`src/rtl/rom_streamer_pkg.sv`:
```
// rom_streamer_pkg
// Shared definitions for the ROM streamer: FSM state encoding, output buffer
// depth, and the read-issue admission helper.
// No ports (package).
package rom_streamer_pkg;

    typedef enum logic [1:0] {
        ST_IDLE  = 2'd0,
        ST_RUN   = 2'd1,
        ST_DRAIN = 2'd2,
        ST_DONE  = 2'd3
    } state_t;

    localparam int BUF_DEPTH = 2;

    // A new ROM read is allowed only if, after this cycle's pop, the words
    // already buffered plus the one still in the ROM pipeline leave room.
    function automatic logic can_issue(input logic [1:0] buf_count,
                                       input logic       inflight,
                                       input logic       pop);
        logic [2:0] occ;
        occ = {1'b0, buf_count} + {2'b00, inflight} - {2'b00, pop};
        return occ < 3'(BUF_DEPTH);
    endfunction

endpackage

```
`src/rtl/rom_streamer_if.sv`:
```
// rom_streamer_if
// Valid/ready word stream carrying a ROM word and the address it came from.
//   valid : word present on data/addr
//   ready : consumer accepts; transfer when valid && ready
//   data  : ROM word
//   addr  : ROM address of data
// Modports: master (streamer side), slave (consumer side).
interface rom_streamer_if #(
    parameter int ADDRESS_WIDTH = 5,
    parameter int DATA_WIDTH    = 5
);
    logic                     valid;
    logic                     ready;
    logic [DATA_WIDTH-1:0]    data;
    logic [ADDRESS_WIDTH-1:0] addr;

    modport master (output valid, output data, output addr, input ready);
    modport slave  (input valid, input data, input addr, output ready);
endinterface

```
`src/rtl/rom_streamer_fifo2.sv`:
```
// stream_fifo2
// Two-entry FIFO holding a data word plus a tag (its source address).
// Ports:
//   clk, rst              : clock, synchronous active-high reset
//   push, push_data/tag   : write an entry (dropped only if full without pop)
//   pop                   : consume the head entry (ignored when empty)
//   head_valid/data/tag   : current head entry
//   count                 : number of stored entries (0..2)
module stream_fifo2
    import rom_streamer_pkg::*;
#(
    parameter int DATA_WIDTH = 5,
    parameter int TAG_WIDTH  = 5
) (
    input  logic                  clk,
    input  logic                  rst,
    input  logic                  push,
    input  logic [DATA_WIDTH-1:0] push_data,
    input  logic [TAG_WIDTH-1:0]  push_tag,
    input  logic                  pop,
    output logic                  head_valid,
    output logic [DATA_WIDTH-1:0] head_data,
    output logic [TAG_WIDTH-1:0]  head_tag,
    output logic [1:0]            count
);

    logic [DATA_WIDTH-1:0] data_mem [BUF_DEPTH];
    logic [TAG_WIDTH-1:0]  tag_mem  [BUF_DEPTH];
    logic                  rd_ptr;
    logic                  wr_ptr;
    logic                  pop_ok;
    logic                  push_ok;

    assign pop_ok  = pop && (count != 2'd0);
    // When full, a push is accepted only alongside a pop; the slot being
    // written is the head that leaves on the same edge.
    assign push_ok = push && ((count != 2'(BUF_DEPTH)) || pop_ok);

    assign head_valid = (count != 2'd0);
    assign head_data  = data_mem[rd_ptr];
    assign head_tag   = tag_mem[rd_ptr];

    // Storage is cleared on reset so the stream outputs read zero afterwards.
    always_ff @(posedge clk) begin
        if (rst) begin
            rd_ptr <= 1'b0;
            wr_ptr <= 1'b0;
            count  <= 2'd0;
            for (int i = 0; i < BUF_DEPTH; i++) begin
                data_mem[i] <= '0;
                tag_mem[i]  <= '0;
            end
        end else begin
            if (push_ok) begin
                data_mem[wr_ptr] <= push_data;
                tag_mem[wr_ptr]  <= push_tag;
                wr_ptr           <= ~wr_ptr;
            end
            if (pop_ok) begin
                rd_ptr <= ~rd_ptr;
            end
            case ({push_ok, pop_ok})
                2'b10:   count <= count + 2'd1;
                2'b01:   count <= count - 2'd1;
                default: count <= count;
            endcase
        end
    end

endmodule

```
`src/rtl/rom_streamer.sv`:
```
// rom_streamer
// Streams WORD_COUNT words from a synchronous (1-cycle latency) ROM starting
// at START_ADDR, hiding the ROM latency behind a 2-entry output buffer so an
// always-ready consumer receives one word per clock.
// Ports:
//   clk_i, reset_i : clock, synchronous active-high reset
//   start_i        : start pulse, honoured only in IDLE/DONE
//   busy_o         : run in progress (until the last word is accepted)
//   done_o         : run completed, held until the next accepted start
//   rom_addr_o     : ROM address (combinational from the issue counter)
//   rom_q_i        : ROM data, valid one cycle after rom_addr_o
//   strm           : valid/ready output stream (data + source address)
//   checksum_o     : XOR of all transferred words (only when the macro
//                    ROM_STREAMER_CHECKSUM_EN is defined)
module rom_streamer
    import rom_streamer_pkg::*;
#(
    parameter int ADDRESS_WIDTH = 5,
    parameter int DATA_WIDTH    = 5,
    parameter int START_ADDR    = 0,
    parameter int WORD_COUNT    = 32
) (
    input  logic                     clk_i,
    input  logic                     reset_i,
    input  logic                     start_i,
    output logic                     busy_o,
    output logic                     done_o,
    output logic [ADDRESS_WIDTH-1:0] rom_addr_o,
    input  logic [DATA_WIDTH-1:0]    rom_q_i,
`ifdef ROM_STREAMER_CHECKSUM_EN
    output logic [DATA_WIDTH-1:0]    checksum_o,
`endif
    rom_streamer_if.master           strm
);

    // One extra bit so counters can hold WORD_COUNT == 2^ADDRESS_WIDTH.
    localparam int CNT_W = ADDRESS_WIDTH + 1;
    localparam logic [CNT_W-1:0] LAST_IDX = CNT_W'(WORD_COUNT - 1);

    state_t                   state;
    logic [CNT_W-1:0]         issue_cnt;
    logic [CNT_W-1:0]         accept_cnt;
    logic                     vld_p1;
    logic [ADDRESS_WIDTH-1:0] addr_p1;
    logic                     pop;
    logic                     issue;
    logic                     start_ok;
    logic [1:0]               buf_count;
    logic                     head_valid;
    logic [DATA_WIDTH-1:0]    head_data;
    logic [ADDRESS_WIDTH-1:0] head_tag;

    assign strm.valid = head_valid;
    assign strm.data  = head_data;
    assign strm.addr  = head_tag;

    assign pop      = head_valid && strm.ready;
    assign issue    = (state == ST_RUN) && can_issue(buf_count, vld_p1, pop);
    assign start_ok = start_i && ((state == ST_IDLE) || (state == ST_DONE));

    // ---- stage p0: address issue (ROM registers the address) ----
    // Address arithmetic wraps modulo 2^ADDRESS_WIDTH.
    assign rom_addr_o = ADDRESS_WIDTH'(START_ADDR) + issue_cnt[ADDRESS_WIDTH-1:0];

    always_ff @(posedge clk_i) begin
        if (reset_i) begin
            state      <= ST_IDLE;
            busy_o     <= 1'b0;
            done_o     <= 1'b0;
            issue_cnt  <= '0;
            accept_cnt <= '0;
            vld_p1     <= 1'b0;
        end else begin
            vld_p1 <= issue;
            if (issue) begin
                issue_cnt <= issue_cnt + 1'b1;
            end
            if (pop) begin
                accept_cnt <= accept_cnt + 1'b1;
            end
            case (state)
                ST_IDLE, ST_DONE: begin
                    if (start_ok) begin
                        state      <= ST_RUN;
                        busy_o     <= 1'b1;
                        done_o     <= 1'b0;
                        issue_cnt  <= '0;
                        accept_cnt <= '0;
                    end
                end
                ST_RUN: begin
                    if (issue && (issue_cnt == LAST_IDX)) begin
                        state <= ST_DRAIN;
                    end
                end
                ST_DRAIN: begin
                    if (pop && (accept_cnt == LAST_IDX)) begin
                        state  <= ST_DONE;
                        busy_o <= 1'b0;
                        done_o <= 1'b1;
                    end
                end
                default: state <= ST_IDLE;
            endcase
        end
    end

    // Source address travels alongside the in-flight read.
    always_ff @(posedge clk_i) begin
        if (issue) begin
            addr_p1 <= rom_addr_o;
        end
    end

    // ---- stage p1: capture ROM data into the output buffer ----
    stream_fifo2 #(
        .DATA_WIDTH (DATA_WIDTH),
        .TAG_WIDTH  (ADDRESS_WIDTH)
    ) u_fifo (
        .clk        (clk_i),
        .rst        (reset_i),
        .push       (vld_p1),
        .push_data  (rom_q_i),
        .push_tag   (addr_p1),
        .pop        (pop),
        .head_valid (head_valid),
        .head_data  (head_data),
        .head_tag   (head_tag),
        .count      (buf_count)
    );

`ifdef ROM_STREAMER_CHECKSUM_EN
    always_ff @(posedge clk_i) begin
        if (reset_i || start_ok) begin
            checksum_o <= '0;
        end else if (pop) begin
            checksum_o <= checksum_o ^ head_data;
        end
    end
`endif

endmodule

```
`src/flat_wrapper.sv`:
```
// flat-port wrapper written by rule: the top's interface ports become plain ports
module rom_streamer_flat import rom_streamer_pkg::*;
#(
    parameter int ADDRESS_WIDTH = 5,
    parameter int DATA_WIDTH    = 5,
    parameter int START_ADDR    = 0,
    parameter int WORD_COUNT    = 32
)
  (clk_i, reset_i, start_i, busy_o, done_o, rom_addr_o, rom_q_i, strm_valid, strm_data, strm_addr, strm_ready);
  rom_streamer_if #(.ADDRESS_WIDTH(ADDRESS_WIDTH), .DATA_WIDTH(DATA_WIDTH)) strm_i ();
  input  logic clk_i;
  input  logic reset_i;
  input  logic start_i;
  output logic busy_o;
  output logic done_o;
  output logic [ADDRESS_WIDTH-1:0] rom_addr_o;
  input  logic [DATA_WIDTH-1:0] rom_q_i;
  output wire logic [$bits(strm_i.valid)-1:0] strm_valid;
  output wire logic [$bits(strm_i.data)-1:0] strm_data;
  output wire logic [$bits(strm_i.addr)-1:0] strm_addr;
  input wire logic [$bits(strm_i.ready)-1:0] strm_ready;
  assign strm_valid = strm_i.valid;
  assign strm_data = strm_i.data;
  assign strm_addr = strm_i.addr;
  assign strm_i.ready = strm_ready;
  rom_streamer #(.ADDRESS_WIDTH(ADDRESS_WIDTH), .DATA_WIDTH(DATA_WIDTH), .START_ADDR(START_ADDR), .WORD_COUNT(WORD_COUNT)) u_core (.clk_i(clk_i), .reset_i(reset_i), .start_i(start_i), .busy_o(busy_o), .done_o(done_o), .rom_addr_o(rom_addr_o), .rom_q_i(rom_q_i), .strm(strm_i));
endmodule
```
`config.mk`:
```
export PLATFORM = sky130hd
export DESIGN_NAME = rom_streamer_flat
export DESIGN_NICKNAME = d
export VERILOG_FILES = /design/src/rtl/rom_streamer_pkg.sv /design/src/rtl/rom_streamer_if.sv /design/src/rtl/rom_streamer_fifo2.sv /design/src/rtl/rom_streamer.sv /design/src/flat_wrapper.sv
export SDC_FILE = /design/constraint.sdc
export NUM_CORES = 1
export LEC_CHECK = 0
export BUFFER_PORTS_ARGS = -buffer_cell sky130_fd_sc_hd__buf_2
export CAP_MARGIN = 20
export CORE_MARGIN = 2
export CORE_UTILIZATION = 40
export DETAILED_ROUTE_END_ITERATION = 8
export GPL_ROUTABILITY_DRIVEN = 0
export GPL_TIMING_DRIVEN = 0
export PLACE_DENSITY_LB_ADDON = 0.05
export SYNTH_ARGS = -nofsm -noshare
export SYNTH_HDL_FRONTEND = slang
export SYNTH_SLANG_ARGS = --single-unit
```
`constraint.sdc`:
```
create_clock -name clk_i -period 3.4 [get_ports clk_i]
set_input_delay 0.17 -clock clk_i [delete_from_list [all_inputs] [get_ports clk_i]]
set_output_delay 0.17 -clock clk_i [all_outputs]
set_load 0.03 [all_outputs]
```
# After elaboration in Yosys (flattened, before gate mapping)
# Memories as Yosys holds them, arrays and structs flattened. A register that Yosys moved wholly into a read port is not among the register bits.
# Cells that the tools add are included.
[totals]
memories = 2
ram_bits = 20
out_inout_bits = 18
elab_cells = 82
reg_bits = 26
inputBits = 9
[classes]
addsub = 6
eq_ne = 11
muxes = 32
bitwise = 2
reduce_logical = 18
order_cmp = 1
[memory_table]
columns = ["memory", "depth", "width", "rd", "rd_clocked_by_memory_dff", "write_ports", "line", "source"]
rows = [
  ["u_core.u_fifo.data_mem", 2, 5, 1, 1, 2, "rom_streamer_fifo2.sv:27", "logic [DATA_WIDTH-1:0] data_mem [BUF_DEPTH];"],
  ["u_core.u_fifo.tag_mem", 2, 5, 1, 1, 2, "rom_streamer_fifo2.sv:28", "logic [TAG_WIDTH-1:0] tag_mem [BUF_DEPTH];"],
]
[ops]
columns = ["cell", "n"]
rows = [
  ["2-to-1 mux 6 bit", 6],
  ["2-to-1 mux 1 bit", 17],
  ["adder 6 x 1 -> 6 bit (second input constant)", 2],
  ["equality test 6 x 5 -> 1 bit (second input constant)", 2],
  ["2-to-1 mux 5 bit", 2],
  ["OR reduction 5 bit", 2],
  ["logical AND 1 bit", 7],
  ["equality test 2 bit (second input constant)", 3],
  ["2-to-1 mux 2 bit", 3],
  ["one-hot mux 2 bit (3 select lines)", 1],
  ["AND reduction 3 bit", 2],
  ["nonzero test 2 bit", 3],
  ["equality test 2 x 1 -> 1 bit (second input constant)", 2],
  ["inequality test 2 x 1 -> 1 bit (second input constant)", 2],
  ["inequality test 2 bit (second input constant)", 2],
  ["one-hot mux 1 bit (2 select lines)", 2],
  ["one-hot mux 2 bit (2 select lines)", 1],
  ["adder 2 x 1 -> 3 bit", 1],
  ["< comparator 3 x 2 -> 1 bit (second input constant)", 1],
  ["subtractor 3 x 1 -> 3 bit", 1],
  ["adder 2 x 1 -> 2 bit (second input constant)", 1],
  ["zero test 2 bit", 1],
  ["logical OR 1 bit", 2],
  ["NOT 1 bit", 2],
  ["other kinds (2)", 2],
]

# Longest topological paths before layout
[logic_depth]
depth_word = 10
depth_mapped = 10
ltp_nobuf = 8

# Cells and area by module
# Synthesis repeated with hierarchy kept, for this count alone.
[unflattened]
cells_unflattened = 182
hier_area_um2 = 2174.6
[modules_own_cells]
columns = ["module", "area_each_um2", "cells_per_inst", "n_inst", "seq_area_each_um2"]
rows = [
  ["stream_fifo2", 1117.3, 79, 1, 700.7],
  ["rom_streamer", 1057.3, 103, 1, 490.5],
]

# Worst setup path after synthesis
# No wires, ideal clock.
[synth_timing]
path_type = "register to register"
start = "reg u_core.u_fifo.count[1]"
end = "reg u_core.state[0]"
arrival_time_ns = 2.795
slack_ns = 0.481
stages_incl_launch_ff = 11
setup_time_ns = 0.123
path_buffers = 2
period_less_slack_ns = 2.919
cell_sequence = "dfxtp_1 > buf_6 > o21a_1 > buf_4 > ha_1 > nand2b_1 > fa_1 > xor2_4 > or4_4 > a22oi_4 > mux2_1"
[synth_via]
elab_chain_cells = 8
word_cells_on_any_way = 11
cone_classes = "add/sub (2); order compare (1); eq/ne (2); reduce/logical (6)"
[synth_lines]
columns = ["element", "line", "source"]
rows = [
  ["start, declared", "rom_streamer_fifo2.sv:24", "output logic [1:0] count"],
  ["start signal, assigned", "rom_streamer_fifo2.sv:63", "2'b10: count <= count + 2'd1;"],
  ["start signal, assigned", "rom_streamer_fifo2.sv:64", "2'b01: count <= count - 2'd1;"],
  ["start signal, assigned", "rom_streamer_fifo2.sv:65", "default: count <= count;"],
  ["parallel branches: the longest is 7 deep, another holds adder 2 x 1 -> 3 bit", "--", ""],
  ["AND reduction 3 bit (no line) *", "--", ""],
  ["end signal, assigned", "rom_streamer.sv:67", "state <= ST_IDLE;"],
  ["end signal, assigned", "rom_streamer.sv:93", "state <= ST_DRAIN;"],
  ["end signal, assigned", "rom_streamer.sv:98", "state <= ST_DONE;"],
  ["end, declared", "rom_streamer.sv:40", "state_t state;"],
]
# Every way passes the cells marked *.
# A chain may end at the register's enable or synchronous reset.

# Worst setup path in the final report
[layout_timing]
start = "reg u_core.u_fifo.count[1]"
end = "reg u_core.state[1]"
# Same word-level chain as after synthesis.

==> impl.org <==
** Run status
- The run finished with clean final reports.

** Drt
- Dividing the detail-routed wire length by the instance count gives 12.6 um.
- First DRT Iteration DRCs :: 44
- Detailed routing inserted a total of 1386 vias.
- Number of iterations in the first detailed-routing pass :: 4
- In this run the remaining antenna-violating nets after routing total 0.
- Vias per inst :: 4.71
- In the routed design, unresolved DRC markers number 0.
- For this block, the routed nets add up to 3.71 mm of wire.

** Clock network
- Clock tree synthesis found a total of 47 sinks.
- Maximum root-to-sink buffer count :: 2
- Post-CTS repair changed the size of 0 cells.
- Clock-pin transition on the worst setup and hold timing paths :: 0.08 ns
- Number of buffers created by CTS :: 5
- H-tree depth :: 2
- TritonCTS clock tree :: done
- Worst skew pair latency :: 0.29 ns
- Setup Buffers After CTS :: 0
- Number of hold buffers added after CTS :: 0
- Root Buffer :: sky130_fd_sc_hd__clkbuf_8

** Placement
- At the placement stage, the worst setup path has a slack of 0.325 ns.
- Total cell area at the placement stage :: 2420 um^2
- Count of placed standard cells including taps :: 286
- Placed wire-length estimate after detailed placement :: 2.63 mm
- Number of port buffers :: 25

** Floorplanning
- The die is 78.2 um tall.
- Number of rows in the core area :: 27
- I/O pins :: 27
- Measured along the x axis, the die boundary spans 78.2 um.
- The die covers 6120 um^2.
- Initial Utilization :: 40.8%
- The floorplan step defined a core boundary enclosing 5410 um^2.

** Final layout
- Area used by multi-input combinational logic :: 923 um^2
- Final Net Count :: 237
- 0 antenna diodes ended up in the layout.
- Registers take 1190 um^2.
- Cells fill 46.3% of the core in the end.
- Post-synthesis to final-layout area growth :: 13.6%
- In the layout the commonest cells are sky130_fd_sc_hd__buf_2 (25), sky130_fd_sc_hd__edfxtp_1 (25), sky130_fd_sc_hd__nor2_1 (22), sky130_fd_sc_hd__dfxtp_1 (22), sky130_fd_sc_hd__and2_1 (21).
- Count of non-filler cells in the finished layout :: 294
- The filler cells instantiated in the layout total 540.
- Summing all non-filler instances in the final layout gives an area of 2500 um^2.
- Ratio of cells with drive above 1 in the final layout :: 25.7%

** Timing
- On the final layout, the worst clock skew is 0.00174 ns.
- The final hold violation count came to 0.
- Period Utilization, post-route :: 91.2%
- Setup repair after global routing left no endpoint under its margin.
- Final-report max-slew violation count :: 0
- The worst path needs 3.10 ns of the cycle, external delays included.
- The worst path meets setup with 0.299 ns of slack.
- In the final timing run, aggregate negative setup slack is 0 ns.
- The tightest hold path in the finished design has a slack of 0.166 ns.
- Worst-case headroom to the max-slew limit :: 33.4%
- At the pin with the least slew margin, the transition time is 0.997 ns.
- For this run, the top clock speed supported by timing is 0.323 GHz.
- Setup violations remaining at the end of the flow were counted as 0.

** Power
- For this design the ratio of total power to cell area is 765 nW/um^2.
- Total design power :: 1.91 mW
- In this run the static leakage power is 0.979 nW.
- Max rail drop VDD :: 0.319 mV

** Flow run
- Total of max-cap violations :: 0

** Synthesis
- Register area share after synthesis :: 54.0%
- Post-synthesis instance area :: 2200 um^2
- The biggest area contributor in the post-synthesis netlist is sky130_fd_sc_hd__edfxtp_1.
- Counting flops and latches in the post-synthesis netlist gives 47.
- Netlist cell types :: 40
- Yosys printed 0 warnings.
- By area the synthesized netlist is led by sky130_fd_sc_hd__edfxtp_1 (34%), sky130_fd_sc_hd__dfxtp_1 (20%), sky130_fd_sc_hd__and2_1 (6.0%).
- Each instance of the synthesized netlist takes up on average 11.7 um^2.
- Synthesis produced 189 cells.
- The number of nets in the synthesized netlist is 205.
- Portion of synthesized cell area occupied by the leading cell type :: 34.1%

** Global route
- Antenna violations before repair :: 0
- Total global-route track usage :: 13.5%
- The via count of the first global-routing pass came to 1393.
- Entering global routing, the biggest net connects 15 pins.
- Global routing finished with a remaining overflow of 0.
- The first global-routing pass estimated 6.48 mm of wire.

** Setup path
- Of all nets on the critical path, the largest fanout is 10.
- Critical setup path kind :: flip-flop to flip-flop
- Critical path arrival :: 3.29 ns
- Kind of end point of the critical path :: flip-flop
- For the worst setup path, the data required time is 3.59 ns.
- The worst register-to-register path has a depth of 10.
- Setup slack on the worst reg-to-reg path comes out at 0.30 ns.
- STA classifies the critical path startpoint as a flip-flop.

** Worst hold path
- Counting instances, the worst hold path has a depth of 2.
- The worst hold path belongs to the class input port to flip-flop.
final timing paths:
kind | startpoint | endpoint
setup reg to reg | u_core.u_fifo.count[1] | u_core.state[1]
hold reg to reg | u_core.done_o | u_core.done_o
hold / removal | rom_q_i[3] | u_core.u_fifo.data_mem[0][3]
setup / recovery | u_core.u_fifo.count[1] | u_core.state[1]
final cells by class:
| class | count | area share [%] |
|---|---|---|
| Sequential cell | 47 | 47.6 |
| Multi-Input combinational cell | 126 | 36.9 |
| Timing Repair Buffer | 25 | 5.00 |
| Tap cell | 72 | 3.60 |
| Buffer | 12 | 3.00 |
| Clock buffer | 5 | 2.75 |
| Clock inverter | 3 | 0.600 |
| Inverter | 4 | 0.600 |
sequential cells by signal, summed over array words and instances (netlist names), named ones only:
name and count:
u_core.done_o 1, u_core.u_fifo.rd_ptr 1, u_core.accept_cnt 6, u_core.u_fifo.wr_ptr 1, u_core.state 2, u_core.issue_cnt 6, u_core.u_fifo.data_mem 10, u_core.busy_o 1
u_core.u_fifo.count 2, u_core.vld_p1 1, u_core.u_fifo.tag_mem 10, u_core.addr_p1 5
synth_stat cells:
library cell and n:
sky130_fd_sc_hd__nand3b_1 1, sky130_fd_sc_hd__o21ai_0 4, sky130_fd_sc_hd__or4_4 1, sky130_fd_sc_hd__a22oi_4 1, sky130_fd_sc_hd__nand4_1 2, sky130_fd_sc_hd__or4b_1 1
sky130_fd_sc_hd__a21o_1 1, sky130_fd_sc_hd__nor3b_1 2, sky130_fd_sc_hd__mux2_2 11, sky130_fd_sc_hd__and2_1 21, sky130_fd_sc_hd__o31ai_1 1, sky130_fd_sc_hd__nand4_2 1
sky130_fd_sc_hd__xor2_4 1, sky130_fd_sc_hd__buf_4 6, sky130_fd_sc_hd__xnor2_1 8, sky130_fd_sc_hd__edfxtp_1 25, sky130_fd_sc_hd__clkbuf_1 4, sky130_fd_sc_hd__buf_1 1
sky130_fd_sc_hd__dfxtp_1 22, sky130_fd_sc_hd__nor4_1 1, sky130_fd_sc_hd__mux2_1 2, sky130_fd_sc_hd__inv_1 4, sky130_fd_sc_hd__mux2i_1 3, sky130_fd_sc_hd__nor2b_1 2
sky130_fd_sc_hd__ha_1 6, sky130_fd_sc_hd__or2_2 2, sky130_fd_sc_hd__buf_6 1, sky130_fd_sc_hd__nand2_1 5, sky130_fd_sc_hd__o21bai_1 1, sky130_fd_sc_hd__a21oi_1 4
sky130_fd_sc_hd__nand3_1 2, sky130_fd_sc_hd__nand2_2 1, sky130_fd_sc_hd__and2_2 1, sky130_fd_sc_hd__nand2b_1 4, sky130_fd_sc_hd__xor2_1 5, sky130_fd_sc_hd__nor2_1 22
sky130_fd_sc_hd__and3_1 2, sky130_fd_sc_hd__o21a_1 1, sky130_fd_sc_hd__nor3_1 5, sky130_fd_sc_hd__fa_1 1
routing by layer:
layer,wire (um),GRT usage (%)
met5,0,0
met1,1770,17.1
met4,48,3.68
met2,1740,22.3
met3,151,4.48
logic make-up after synthesis:
family          count (synthesis)  share of synthesized area (%)
compound gates                 13                           4.14
mux                            16                           8.00
buf+inv                        16                           4.09
fa+ha+maj                       7                           4.31
xor+xnor                       14                           6.41
simple gates                   76                           19.0
flops                          47                           54.0
worst max-delay path: stages (launching register included):
cell	delay (ns)
sky130_fd_sc_hd__dfxtp_1	0.34
sky130_fd_sc_hd__buf_6	0.15
sky130_fd_sc_hd__o21a_1	0.17
sky130_fd_sc_hd__buf_4	0.18
sky130_fd_sc_hd__ha_1	0.27
sky130_fd_sc_hd__nand2b_1	0.16
sky130_fd_sc_hd__fa_1	0.55
sky130_fd_sc_hd__nand2_2	0.14
sky130_fd_sc_hd__or4_4	0.56
sky130_fd_sc_hd__a22oi_4	0.15
sky130_fd_sc_hd__mux2_1	0.33
power breakdown:
part	total, mW	switching [mW]	internal [mW]
combinational	0.796	0.485	0.311
sequential	0.798	0.0653	0.733
clock	0.320	0.180	0.140
total	1.91	0.730	1.18
No activity file was read; power rests on OpenSTA's default activity.
